`config.mk`:
```
export PLATFORM = sky130hd
export DESIGN_NAME = fifo_sync_lvl
export DESIGN_NICKNAME = d
export VERILOG_FILES = /design/src/rtl/fifo_sync_lvl.sv
export SDC_FILE = /design/constraint.sdc
export NUM_CORES = 1
export LEC_CHECK = 0
export CORE_ASPECT_RATIO = 1.5
export CORE_UTILIZATION = 60
export CTS_CLUSTER_SIZE = 10
export DETAILED_ROUTE_END_ITERATION = 8
export HOLD_SLACK_MARGIN = 0.12
export PLACE_DENSITY = 0.82
export RECOVER_POWER = 100
export SKIP_LAST_GASP = 1
export SLEW_MARGIN = 30
export SYNTH_ARGS = -nofsm -noshare
export SYNTH_HDL_FRONTEND = slang
export SYNTH_SLANG_ARGS = --single-unit
export TNS_END_PERCENT = 5
```
`constraint.sdc`:
```
create_clock -name clk -period 3.5 [get_ports clk]
set_input_delay 0.35 -clock clk [delete_from_list [all_inputs] [get_ports clk]]
set_output_delay 0.35 -clock clk [all_outputs]
set_load 0.05 [all_outputs]
```
`src/rtl/fifo_sync_lvl.sv`:
```
// Single-clock FIFO with fill level, almost-full/almost-empty thresholds,
// sticky overflow/underflow, synchronous flush and an optional
// first-word-fall-through read port. DEPTH need not be a power of two.
//
// Handshake: a write is accepted when fifo_write=1 and the FIFO is not full,
// or when a read is accepted in the same cycle. A read is accepted when
// fifo_read=1 and the FIFO is not empty. There is no stall: a rejected request
// is dropped, only sets the sticky overflow/underflow flag, and changes no
// pointer, count or memory. fifo_clear blocks both requests in its cycle.
// In registered mode fifo_valid qualifies fifo_data_out for the one cycle
// after an accepted read. In FWFT mode fifo_valid means a head word is shown.
module fifo_sync_lvl #(
  parameter int WIDTH     = 16,
  parameter int DEPTH     = 16,
  parameter int AF_THRESH = DEPTH - 2,
  parameter int AE_THRESH = 2,
  parameter int FWFT      = 0
) (
  input  logic                     clk,
  input  logic                     rst,
  input  logic                     fifo_clear,
  input  logic                     fifo_write,
  input  logic [WIDTH-1:0]         fifo_data_in,
  input  logic                     fifo_read,
  output logic [WIDTH-1:0]         fifo_data_out,
  output logic                     fifo_valid,
  output logic                     fifo_full,
  output logic                     fifo_empty,
  output logic                     fifo_almost_full,
  output logic                     fifo_almost_empty,
  output logic [$clog2(DEPTH):0]   fifo_count,
  output logic                     fifo_overflow,
  output logic                     fifo_underflow
);

  localparam int PW = $clog2(DEPTH);
  localparam int CW = PW + 1;
  localparam logic [CW-1:0] DEPTH_C  = CW'(DEPTH);
  localparam logic [CW-1:0] AF_C     = CW'(AF_THRESH);
  localparam logic [CW-1:0] AE_C     = CW'(AE_THRESH);
  localparam logic [PW-1:0] PTR_LAST = PW'(DEPTH - 1);

  logic [WIDTH-1:0] mem [DEPTH];
  logic [PW-1:0]    wr_ptr;
  logic [PW-1:0]    rd_ptr;
  logic [CW-1:0]    count;
  logic [WIDTH-1:0] data_q;
  logic             valid_q;
  logic             ovf_q;
  logic             unf_q;
  logic             rd_acc;
  logic             wr_acc;

  // Explicit wrap so non-power-of-two depths work.
  function automatic logic [PW-1:0] ptr_inc(input logic [PW-1:0] p);
    return (p == PTR_LAST) ? '0 : p + PW'(1);
  endfunction

  // Status flags decode the registered count.
  assign fifo_empty        = (count == '0);
  assign fifo_full         = (count == DEPTH_C);
  assign fifo_almost_full  = (count >= AF_C);
  assign fifo_almost_empty = (count <= AE_C);
  assign fifo_count        = count;
  assign fifo_overflow     = ovf_q;
  assign fifo_underflow    = unf_q;

  // A read frees a slot at full, so a simultaneous write is still accepted.
  assign rd_acc = fifo_read && !fifo_empty && !fifo_clear;
  assign wr_acc = fifo_write && (!fifo_full || rd_acc) && !fifo_clear;

  // FWFT shows the head word directly; registered mode shows the captured word.
  assign fifo_data_out = (FWFT != 0) ? (fifo_empty ? '0 : mem[rd_ptr]) : data_q;
  assign fifo_valid    = (FWFT != 0) ? !fifo_empty : valid_q;

  // Storage write; the array itself is never reset or flushed.
  always_ff @(posedge clk) begin
    if (!rst && wr_acc) begin
      mem[wr_ptr] <= fifo_data_in;
    end
  end

  // Pointers, occupancy, registered read port and sticky error flags.
  always_ff @(posedge clk) begin
    if (rst || fifo_clear) begin
      wr_ptr  <= '0;
      rd_ptr  <= '0;
      count   <= '0;
      data_q  <= '0;
      valid_q <= 1'b0;
      ovf_q   <= 1'b0;
      unf_q   <= 1'b0;
    end else begin
      if (wr_acc) begin
        wr_ptr <= ptr_inc(wr_ptr);
      end
      if (rd_acc) begin
        rd_ptr <= ptr_inc(rd_ptr);
        data_q <= mem[rd_ptr];
      end
      valid_q <= rd_acc;
      case ({wr_acc, rd_acc})
        2'b10:   count <= count + CW'(1);
        2'b01:   count <= count - CW'(1);
        default: count <= count;
      endcase
      if (fifo_write && !wr_acc) begin
        ovf_q <= 1'b1;
      end
      if (fifo_read && fifo_empty) begin
        unf_q <= 1'b1;
      end
    end
  end

endmodule

```
==> results of run 1 <==
==> routing by layer <==
metal | vias up | share of wire
met5 | - | 0
met4 | 0 | 0.036
met3 | 89 | 0.070
met2 | 345 | 0.54
met1 | 3066 | 0.36
li1 | 2676 | -
==> cell usage after synthesis (2+ instances only) <==
master,n
xor2_1,4
nand3b_1,2
o21ai_0,13
nand3_1,3
buf_2,17
mux4_2,32
o22ai_1,32
edfxtp_1,256
or3_1,2
inv_1,8
nor2b_1,2
nand2_1,10
a21oi_1,26
clkbuf_1,11
mux2i_1,81
dfxtp_1,32
nand2b_1,3
o21ai_1,7
nor2_1,43
nor3_1,24
buf_6,6
ha_1,9
or2_2,3
==> state kept, by name, summed over array words and instances, names as in the netlist <==
name,cells
wr_ptr,4
fifo_valid,1
fifo_underflow,1
rd_ptr,4
mem,256
fifo_count,5
fifo_data_out,16
fifo_overflow,1
==> kinds of logic after synthesis <==
family	after synthesis	share of synthesized area
compound gates	90	0.04802
xor+xnor	4	0.003112
fa+ha+maj	10	0.01178
buf+inv	44	0.02090
flops	288	0.7398
mux	113	0.1360
simple gates	97	0.04035
==> worst min path at each step <==
| stage | start | to |
|---|---|---|
| after floorplan | fifo_data_in[0] | mem[0][0]$_DFFE_PP_ |
| after global placement | fifo_overflow$_SDFFE_PP0P_ | fifo_overflow$_SDFFE_PP0P_ |
| after detailed placement | fifo_overflow$_SDFFE_PP0P_ | fifo_overflow$_SDFFE_PP0P_ |
| after CTS | fifo_overflow$_SDFFE_PP0P_ | fifo_overflow$_SDFFE_PP0P_ |
| after global routing | fifo_overflow$_SDFFE_PP0P_ | fifo_overflow$_SDFFE_PP0P_ |
| final | fifo_overflow$_SDFFE_PP0P_ | fifo_overflow$_SDFFE_PP0P_ |
==> power groups by stage <==
stage	clock, mW	sequential [mW]	combinational (mW)
after global routing	3.17	3.76	0.171
after CTS	3.05	3.76	0.164
after floorplan	0	3.84	0.0568
final	3.03	3.76	0.159
after global placement	0	3.83	0.153
after detailed placement	0	3.83	0.162
==> stage by stage <==
stage            util  cell area (µm²)
6_report       0.6988            12910
4_1_cts        0.7028            12980
3_3_place_gp   0.6524            12050
2_1_floorplan       -            11260
3_5_place_dp   0.6524            12050
5_1_grt        0.6988            12910
==> layout make-up <==
class | count | area [µm²]
Multi-Input combinational cell | 314 | 2701
Clock inverter | 2 | 12.51
Sequential cell | 288 | 8329
Fill cell | 1149 | 5563
Inverter | 8 | 30.03
Clock buffer | 46 | 917.1
Tap cell | 252 | 315.3
Timing Repair Buffer | 70 | 601.8
==> flow_summary_export.csv, run 1 <==
group,metric,value,unit
status,status,"complete, no violations",
sta,setup_viol,0,
yosys,ys_types,43,
job,maxCapViolCount,0,
critical_path,r2r_slack,0.24,ns
place,dp.cells,932,
global_route,top_usage_layer,"met2",
sta,fin_ws,0.2363,ns
floorplan,core_area,18470,µm²
finish,layout_common_cells,"256 x edfxtp_1, 81 x mux2i_1, 45 x dlygate4sd3_1",
routing,ant_nets,0,
finish,antenna_cells,0,
yosys,avgSynthCellArea,17.43,µm²
sta,finClkSkew,0.01084,ns
clock_network,clkLatencyLatePin,0.49,ns
critical_path,cp-startpoint,"fifo_count[0]$_SDFFE_PP0P_",
yosys,synth_edf_count,256,
clock_network,cts_tree,"built",
power_and_ir_drop,peakVddDrop,0.3101,mV
floorplan,die_w,113.8,µm
critical_path,cp_cell_sequence,"or4_4, o21ai_4, or2_2, ha_1, inv_1, fa_1, nor2b_1, o21ai_0, nor4b_2, or3_1, a21oi_1",
floorplan,num_rows,61,
hold_path,holdPathStages,1,
sta,rsz0062_at_grt,"no",
yosys,synth_area,11260,µm²
finish,syn_to_final_growth,14.66,%
hold_path,min_path_type,"flop to flop",
routing,vias,6176,
place,gp_congestion,0.8158,
yosys,synth-seq-area-share,0.7398,
critical_path,crit_cells,11,
clock_network,clockRootBuffer,"clkbuf_16",
global_route,track_usage,0.2568,
critical_path,cp.arrival,3.66,ns
clock_network,cts.repair.resized,0,
place,port_buffers,48,
critical_path,crit_required,3.89,ns
floorplan,initial_core_util,0.6095,
power_and_ir_drop,p_switching,1.340,mW
global_route,grt_use_met2,0.4549,
clock_network,clock_path_buffers,3,
critical_path,crit_slowest_cell,"or4_4",
global_route,use_met1,0.3009,
sta,worst_hold_slack,0.4551,ns
floorplan,dieArea,19320,µm²
critical_path,crit_path_max_fanout,8,
critical_path,path_class,"flop to flop",
routing,detail_route.wl_per_cell,24.22,µm
critical_path,r2r-end,"fifo_count[4]$_SDFFE_PP0P_",
routing,wl,23.74,mm
critical_path,path_delay_family,"simple AND/OR/NAND/NOR gates",
place,dp_hpwl,14.21,mm
global_route,first_global_vias,6597,
power_and_ir_drop,internal_power,5.607,mW
power_and_ir_drop,netSwitchingFraction,0.1929,
clock_network,clk_pin_slew,0.05,ns
yosys,async_reset_ff_frac,0,
clock_network,post_cts_buffers,0,
critical_path,endpoint,"fifo_count[4]$_SDFFE_PP0P_",
finish,layout_commonest_cell,"edfxtp_1",
routing,drtPass1Iterations,5,
sta,min_period,3.264,ns
floorplan,die_y,169.8,µm
critical_path,r2r-start,"fifo_count[0]$_SDFFE_PP0P_",
floorplan,pin_count,49,
yosys,synth_top_area_frac,0.6829,
place,place_ws,0.1727,ns
routing,drt_iter0_drc,543,
yosys,synthTopCellsByArea,"edfxtp_1 68%, mux2i_1 7.2%, mux4_2 6.4%",
critical_path,start_kind,"flop",
sta,tns,0,ns
finish,drive_gt1_frac,0.1181,
power_and_ir_drop,total_leakage_power,4.021,nW
global_route,grt_max_degree,41,
sta,period_share,0.9325,
sta,hold_viol_final,0,
clock_network,cts_buffers,34,
clock_network,htreeDepth,2,
global_route,grt_antenna_before_repair,0,
power_and_ir_drop,clockPowerShare,0.436,
critical_path,crit_buf_inv,1,
clock_network,ctsHoldBuffers,0,
critical_path,end_kind,"flop",
yosys,yosys.area.top_type,"edfxtp_1",
sta,slew_headroom,0.1134,
sta,fmax,306.4,MHz
routing,vias_per_cell,6.302,
critical_path,worst_path_largest_cell_delay,0.62,ns
yosys,ys_ff_latch,288,
power_and_ir_drop,comb_power_share,0.023,
sta,slew_violations,0,
sta,worst_pin_slew,1.328,ns
finish,final_nets,747,
routing,drc,0,
yosys,ys_warn_count,0,
power_and_ir_drop,p_total,6.947,mW
yosys,syn_inst,646,
clock_network,clock-sinks,288,
global_route,grt_use_met3,0.03929,
power_and_ir_drop,power.density,538.2,nW/µm²
finish,instances_no_fill,980,
power_and_ir_drop,p_seq_frac,0.541,
global_route,grt_pass1_wl,36.46,mm
global_route,overflow,0,
yosys,synth_nets,677,
yosys,synth_ff_type,"edfxtp_1",
critical_path,reg2reg_depth,11,
No activity file was read; power rests on OpenSTA's default activity.
==> run 2: changes to the inputs <==
- SKIP_CTS_REPAIR_TIMING: default -> 1
==> results of run 2 <==
Final layout, timing and power as in run 1 (identical DEF).
